### src/rtl/fu_sequencer.sv
// fu_sequencer: multi-cycle controller that drives an external combinational
// 32-bit ALU from a small register file.
//
// Each accepted command walks IDLE -> EXEC -> WB. In IDLE the two source
// operands are registered onto the ALU inputs. EXEC holds them steady for a
// full cycle so the combinational ALU can settle. WB captures G and the flags,
// and writes G to rd when wb is set.
//
// Ports
//   clk, rst_n         clock, asynchronous active-low reset
//   cmd_valid/ready    command handshake; ready depends only on the state
//   cmd_gsel/rd/ra/rb  ALU function code and register addresses
//   cmd_wb             1 = write result to rd, 0 = flags-only (compare)
//   ld_en/addr/data    direct register load, allowed in any state
//   alu_a/b/gsel       registered operands and function code to the ALU
//   alu_g, alu_z/n/c/v ALU result and flags
//   done               one-cycle pulse in the WB cycle
//   result, flags      last captured G and {Z,N,C,V}
//   dbg_addr/data      combinational register file read port
module fu_sequencer #(
    parameter int DW = 32,
    parameter int AW = 3
) (
    input  logic          clk,
    input  logic          rst_n,
    input  logic          cmd_valid,
    output logic          cmd_ready,
    input  logic [3:0]    cmd_gsel,
    input  logic [AW-1:0] cmd_rd,
    input  logic [AW-1:0] cmd_ra,
    input  logic [AW-1:0] cmd_rb,
    input  logic          cmd_wb,
    input  logic          ld_en,
    input  logic [AW-1:0] ld_addr,
    input  logic [DW-1:0] ld_data,
    output logic [DW-1:0] alu_a,
    output logic [DW-1:0] alu_b,
    output logic [3:0]    alu_gsel,
    input  logic [DW-1:0] alu_g,
    input  logic          alu_z,
    input  logic          alu_n,
    input  logic          alu_c,
    input  logic          alu_v,
    output logic          done,
    output logic [DW-1:0] result,
    output logic [3:0]    flags,
    input  logic [AW-1:0] dbg_addr,
    output logic [DW-1:0] dbg_data
);

    localparam int NREG = 1 << AW;

    typedef enum logic [1:0] {
        S_IDLE,
        S_EXEC,
        S_WB
    } state_t;

    state_t        r_state;
    logic [DW-1:0] r_rf [NREG];
    logic [AW-1:0] r_rd;
    logic          r_wb;
    logic [DW-1:0] r_a;
    logic [DW-1:0] r_b;
    logic [3:0]    r_gsel;
    logic [DW-1:0] r_result;
    logic [3:0]    r_flags;
    logic          r_done;

    logic w_accept;
    logic w_wb_write;

    assign cmd_ready  = (r_state == S_IDLE);
    assign w_accept   = cmd_valid & cmd_ready;
    assign w_wb_write = (r_state == S_WB) & r_wb;

    assign alu_a    = r_a;
    assign alu_b    = r_b;
    assign alu_gsel = r_gsel;
    assign done     = r_done;
    assign result   = r_result;
    assign flags    = r_flags;
    assign dbg_data = r_rf[dbg_addr];

    always_ff @(posedge clk or negedge rst_n) begin
        if (!rst_n) begin
            r_state  <= S_IDLE;
            r_rd     <= '0;
            r_wb     <= 1'b0;
            r_a      <= '0;
            r_b      <= '0;
            r_gsel   <= '0;
            r_result <= '0;
            r_flags  <= '0;
            r_done   <= 1'b0;
            for (int i = 0; i < NREG; i++) r_rf[i] <= '0;
        end else begin
            r_done <= 1'b0;

            case (r_state)
                S_IDLE: begin
                    if (w_accept) begin
                        // Operands come from pre-edge contents, so a load
                        // landing on this same edge is not seen here.
                        r_a     <= r_rf[cmd_ra];
                        r_b     <= r_rf[cmd_rb];
                        r_gsel  <= cmd_gsel;
                        r_rd    <= cmd_rd;
                        r_wb    <= cmd_wb;
                        r_state <= S_EXEC;
                    end
                end
                S_EXEC: begin
                    // done is registered so it lines up with the WB cycle.
                    r_done  <= 1'b1;
                    r_state <= S_WB;
                end
                S_WB: begin
                    r_result <= alu_g;
                    r_flags  <= {alu_z, alu_n, alu_c, alu_v};
                    r_state  <= S_IDLE;
                end
                default: r_state <= S_IDLE;
            endcase

            // Write-back has priority over a direct load to the same entry;
            // loads to other entries proceed in parallel.
            for (int i = 0; i < NREG; i++) begin
                if (w_wb_write && r_rd == AW'(i))
                    r_rf[i] <= alu_g;
                else if (ld_en && ld_addr == AW'(i))
                    r_rf[i] <= ld_data;
            end
        end
    end

endmodule

### config.mk
export PLATFORM = sky130hd
export DESIGN_NAME = fu_sequencer
export DESIGN_NICKNAME = d
export VERILOG_FILES = /design/src/rtl/fu_sequencer.sv
export SDC_FILE = /design/constraint.sdc
export NUM_CORES = 1
export LEC_CHECK = 0
export ABC_CLOCK_PERIOD_IN_PS = 1500
export BUFFER_PORTS_ARGS = -buffer_cell sky130_fd_sc_hd__buf_4
export CORE_MARGIN = 1
export CORE_UTILIZATION = 55
export CTS_BUF_LIST = sky130_fd_sc_hd__clkbuf_16
export CTS_CLUSTER_SIZE = 24
export DETAILED_ROUTE_END_ITERATION = 10
export PLACE_DENSITY = 0.77
export SYNTH_ARGS = -nofsm -noshare
export SYNTH_HDL_FRONTEND = slang
export SYNTH_SLANG_ARGS = --single-unit
### constraint.sdc
create_clock -name clk -period 1.5 [get_ports clk]
set_input_delay 0.075 -clock clk [delete_from_list [all_inputs] [get_ports clk]]
set_output_delay 0.075 -clock clk [all_outputs]
set_load 0.005 [all_outputs]
# Yosys cells after proc, flatten, opt, wreduce, memory -nomap -nowiden
# Index checks and enable logic that the tools add are counted.
[word_totals]
output_inout_bits = 138
word_cells = 98
inputBits = 92
ff_bits = 367
[classes]
n_eq_ne = 17
bitwise = 5
reduce_logical = 28
magnitude_cmp = 3
n_mux = 28
[op_table]
columns = ["cell", "count"]
rows = [
  ["two-way mux 32 bit", 22],
  ["binary-select mux 32 bit (select 3 bit)", 3],
  ["== test 3 bit, second input constant", 8],
  ["logical AND 1 bit", 16],
  ["nonzero test 2 bit", 8],
  ["== test 3 x 2 -> 1 bit, second input constant", 4],
  ["greater-or-equal comparator 4 bit, second input constant", 3],
  ["inverter 3 -> 4 bit", 3],
  ["== test 3 x 1 -> 1 bit, second input constant", 2],
  ["logical NOT 3 bit", 2],
  ["case mux 2 bit (2 select lines)", 1],
  ["AND 1 bit", 2],
  ["== test 2 x 1 -> 1 bit, second input constant", 1],
  ["== test 2 bit, second input constant", 1],
  ["logical NOT 2 bit", 1],
  ["two-way mux 2 bit", 1],
  ["!= test 2 x 1 -> 1 bit, second input constant", 1],
  ["AND reduction 2 bit", 1],
  ["two-way mux 1 bit", 1],
]

# Depth between registers and ports, before layout
[logic_depth]
depth_word = 4
ltp_mapped = 6
depth_no_buf = 3

# Worst setup path before layout
# No wires, ideal clock.
[synth_path]
path_type = "register to register"
from = "register r_state[0]"
to = "register r_a[26] (netlist: alu_a[26])"
setup_slack_ns = -0.104
arrival_ns = 1.478
stages_incl_launch_ff = 7
setup_ns = 0.126
period_less_slack_ns = 1.604
path_cell_list = "dfrtp_1 -> or3b_2 -> buf_2 -> buf_2 -> buf_2 -> nand2_1 -> o31ai_1"
[synth_via]
elab_chain_len = 3
[synth_rtl]
columns = ["item", "line_no", "source"]
rows = [
  ["start: declaration", "59", "state_t r_state;"],
  ["start signal: assignment", "87", "r_state <= S_IDLE;"],
  ["start signal: assignment", "110", "r_state <= S_EXEC;"],
  ["start signal: assignment", "116", "r_state <= S_WB;"],
  ["logical NOT 2 bit *", "73, 100", ""],
  ["AND 1 bit", "74", "assign w_accept = cmd_valid & cmd_ready;"],
  ["AND reduction 2 bit (no line) *", "-", ""],
  ["end signal: assignment", "105", "r_a <= r_rf[cmd_ra];"],
  ["end: declaration", "63", "logic [DW-1:0] r_a;"],
]
# Mark *: on every way between the ends. The rest lies on a longest branch, timed or not.
# A chain may end at the register's enable or synchronous reset.

# Final worst setup path
[layout_path]
from = "register r_rf[39] in the netlist's numbering"
to = "output dbg_data[7]"
[layout_via]
elab_chain_len = 3
[layout_rtl]
columns = ["item", "line_no", "source"]
rows = [
  ["start: declaration", "60", "logic [DW-1:0] r_rf [NREG];"],
  ["start signal: indexed assignment", "130", "r_rf[i] <= alu_g;"],
  ["start signal: indexed assignment", "132", "r_rf[i] <= ld_data;"],
  ["binary-select mux 32 bit (select 3 bit)", "83", "assign dbg_data = r_rf[dbg_addr];"],
  ["two-way mux 32 bit (implied by the code) (2 in series)", "83", ""],
  ["end: declaration", "48", "output logic [DW-1:0] dbg_data"],
]
# No other way between the ends. The select of a mux whose other input is x is not followed.

==> flow_metrics.tcl <==
set metrics [dict create \
    status "finished with violations" \
    failed_checks "negative setup slack" \
    ys_warn_count 0 \
    start_util_pct 56.2 \
    seq_power_share_pct 32.7 \
    fin_cells 2840 \
    avgSynthCellArea_um2 13.5 \
    firstDrtPassIters 6 \
    p_leak_nw 14.9 \
    worstPathCellList "mux4_2 > mux2_4 > buf_6" \
    numCtsBuffers 43 \
    cp_num_buf_inv 1 \
    synth_seq_cells 367 \
    skew_ps 28.5 \
    dp.cells 2432 \
    worst_path_max_delay_cell "mux4_2" \
    port-buffer-count 229 \
    post_drt_wl_per_cell_um 33.9 \
    synth_compound_area_share_pct 6.23 \
    cts_tree "yes" \
    cap_violations 0 \
    tns_ps -81360 \
    grt_first_pass_wirelength_um 131000 \
    cts.path.max_buffers 3 \
    synthSimpleGateAreaFrac_pct 2.27 \
    rows 74 \
    rr_endpoint "r_rf[13]" \
    die_h_um 207 \
    avgViaCountPerCell 7.12 \
    netlist_instances 1712 \
    htree_levels 2 \
    setup_viol 387 \
    power.internal_mw 34.1 \
    critPathMaxFanout 2 \
    r2r_cells 5 \
    r2r_start "r_state[0]" \
    globalRouteTotalUtil_pct 40.6 \
    io_pins 230 \
    die_x_um 207 \
    p_comb_share_pct 48.2 \
    relSlewSlack_pct 25.0 \
    max_stage_delay_ps 580 \
    drv_slew 0 \
    synth_top_family_by_area "multiplexers" \
    drive_gt1_share_pct 67.8 \
    final_area_um2 32900 \
    vias 20200 \
    critPathArrivalTime_ps 2080 \
    dp.final_hpwl_um 43800 \
    cts_root_buffer "clkbuf_16" \
    clk_latency_ps 600 \
    place.gp.congestion 0.858 \
    power_density_nw_per_um2 1580 \
    grt_overflow 0 \
    path_clk_slew_ps 70 \
    syn_nets 1804 \
    grt_max_degree 53 \
    dr.first_iter.drc_count 2305 \
    final_antenna_net_count 0 \
    worstPathRequired_ps 1420 \
    design.core.area_um2 41200 \
    p_switching_mw 17.9 \
    crit_type "flop to output pin" \
    clkSinkCount 367 \
    worst_slack_ps -653 \
    power_frac_clock_pct 19.1 \
    layout.nets 2363 \
    yosysSeqAreaShare_pct 39.7 \
    ir_drop_mv 1.08 \
    fin_hold_ws_ps 38.7 \
    drcViolationCount 0 \
    drt-total-wl_um 96300 \
    path_delay_family "multiplexers" \
    synth.area.mux_share_pct 48.5 \
    period_needed_ps 2150 \
    synth_adder_area_share_pct 0 \
    antenna_found_initial 3 \
    endpoint_kind "output pin" \
    syn_area_um2 23200 \
    placed_area_um2 26500 \
    swShare_pct 34.4 \
    die-area_um2 42900 \
    post-route-period-util_pct 144 \
    synthDistinctLibCells 29 \
    rsz0062_at_grt "true" \
    hold_class "input port to asynchronous set/reset pin" \
    timing.fmax_ghz 0.465 \
    worst-slew-pin-transition_ps 1120 \
    reg2reg_slack_ps -320 \
    grt_pass1_vias 20600 \
    crit_path_start_kind "flop" \
    syn_to_final_growth_pct 42.3 \
    report.final.hold_viol_count 0 \
    synthXorXnorAreaFrac_pct 0 \
]
[what timing repair did]
action                     4_1_cts  5_1_grt
resized for setup              220      223
hold endpoints to repair       667        0
hold buffers                    77        0
cloned                          34        7
pin swaps                       20       69
buffers inserted               168       63
setup endpoints to repair      309      361
[layout by cell type (no fill, tap or decap), types with 8 or more instances in the layout]
cell	n
mux2_2	517
nand2_1	9
buf_8	8
a22o_1	64
o31ai_2	8
mux4_2	64
clkinv_1	13
buf_6	49
buf_4	411
dfrtp_1	364
nand2_2	22
clkinv_2	8
mux2_4	194
mux2i_1	128
buf_16	23
nand2_4	35
dlygate4sd3_1	77
clkbuf_16	47
o22ai_1	64
o31ai_4	52
buf_12	88
inv_1	12
[kinds of logic (layout without fill, tap and decap cells)]
kind of cell	count (synthesis)	in the layout
other	0	3
buffers and inverters	147	740
AO/OA/AOI/OAI	192	192
AND/OR/NAND/NOR	98	98
multiplexers	908	908
flip-flops	367	367
[Yosys cell counts]
cell	n	area, um^2
mux2_2	574	6460
dfrtp_1	367	9180
mux2i_1	128	1280
mux2_4	120	1800
buf_2	82	410
nand2_1	72	270
a22o_1	64	561
mux4_2	64	1440
o22ai_1	64	400
o31ai_1	64	480
clkbuf_1	41	154
mux2_1	22	248
buf_6	12	135
buf_4	6	45.0
nor2b_1	6	37.5
buf_1	4	15.0
nor2_1	4	15.0
nand2b_1	3	18.8
nand4b_4	3	71.3
and4bb_1	2	25.0
nand3_1	2	10.0
and4b_1	1	10.0
and4bb_2	1	12.5
clkbuf_2	1	5.00
inv_1	1	3.75
nand4_2	1	12.5
nor4b_4	1	23.8
nor4bb_1	1	10.0
or3b_2	1	8.76
[power groups by stage]
stage / Combinational [mW] / Sequential, mW / Clock, mW
after global routing: 26.0 / 17.2 / 10.3
after floorplan: 11.1 / 16.1 / 0
after detailed placement: 16.3 / 17.1 / 0
after CTS: 21.4 / 16.3 / 9.80
final: 25.1 / 17.0 / 9.93
after global placement: 15.8 / 16.7 / 0
[area by class of cell]
type / instances / area, um^2
Timing Repair Buffer: 660 / 7020
Antenna cell: 3 / 7.51
Sequential cell: 367 / 9190
Tap cell: 532 / 666
Multi-Input combinational cell: 1198 / 14800
Inverter: 1 / 3.75
Clock inverter: 36 / 200
Fill cell: 1963 / 8260
Clock buffer: 43 / 1080
[registers in the layout, summed over array words and instances (netlist names)]
register	cells
alu_gsel	4
alu_a	32
flags	4
r_wb	1
r_state	2
alu_b	32
done	1
r_rf	256
r_rd	3
result	32
[through the flow]
stage	worst slack, ps	utilization (%)	power (mW)
2_1_floorplan	-10.6	-	27.2
6_report	-653	80.0	52.0
5_1_grt	-640	80.0	53.5
3_3_place_gp	-157	64.3	32.5
3_5_place_dp	-184	64.3	33.4
4_1_cts	-486	76.9	47.4
[worst max-delay path by stage]
stage | endpoint | from | depth (start not counted) | slack [ps]
2_1_floorplan | r_rf[130] | r_state[0] | 4 | -10
3_3_place_gp | r_rf[118] | ld_addr[1] | 5 | -160
3_5_place_dp | r_rf[123] | ld_addr[1] | 5 | -180
4_1_cts | dbg_data[31] | r_rf[255] | 3 | -490
5_1_grt | dbg_data[7] | r_rf[39] | 3 | -640
6_report | dbg_data[7] | r_rf[39] | 3 | -650
[layer usage]
| layer | vias up | GRT usage (%) | part of all wire (%) |
|---|---|---|---|
| met5 | - | 0 | 0 |
| met4 | 0 | 27.6 | 8.4 |
| met3 | 614 | 11.8 | 13 |
| met2 | 1734 | 62.2 | 44 |
| met1 | 10100 | 49.7 | 35 |
| li1 | 7733 | - | - |
Note: power is estimated with default switching activity, not from simulation.
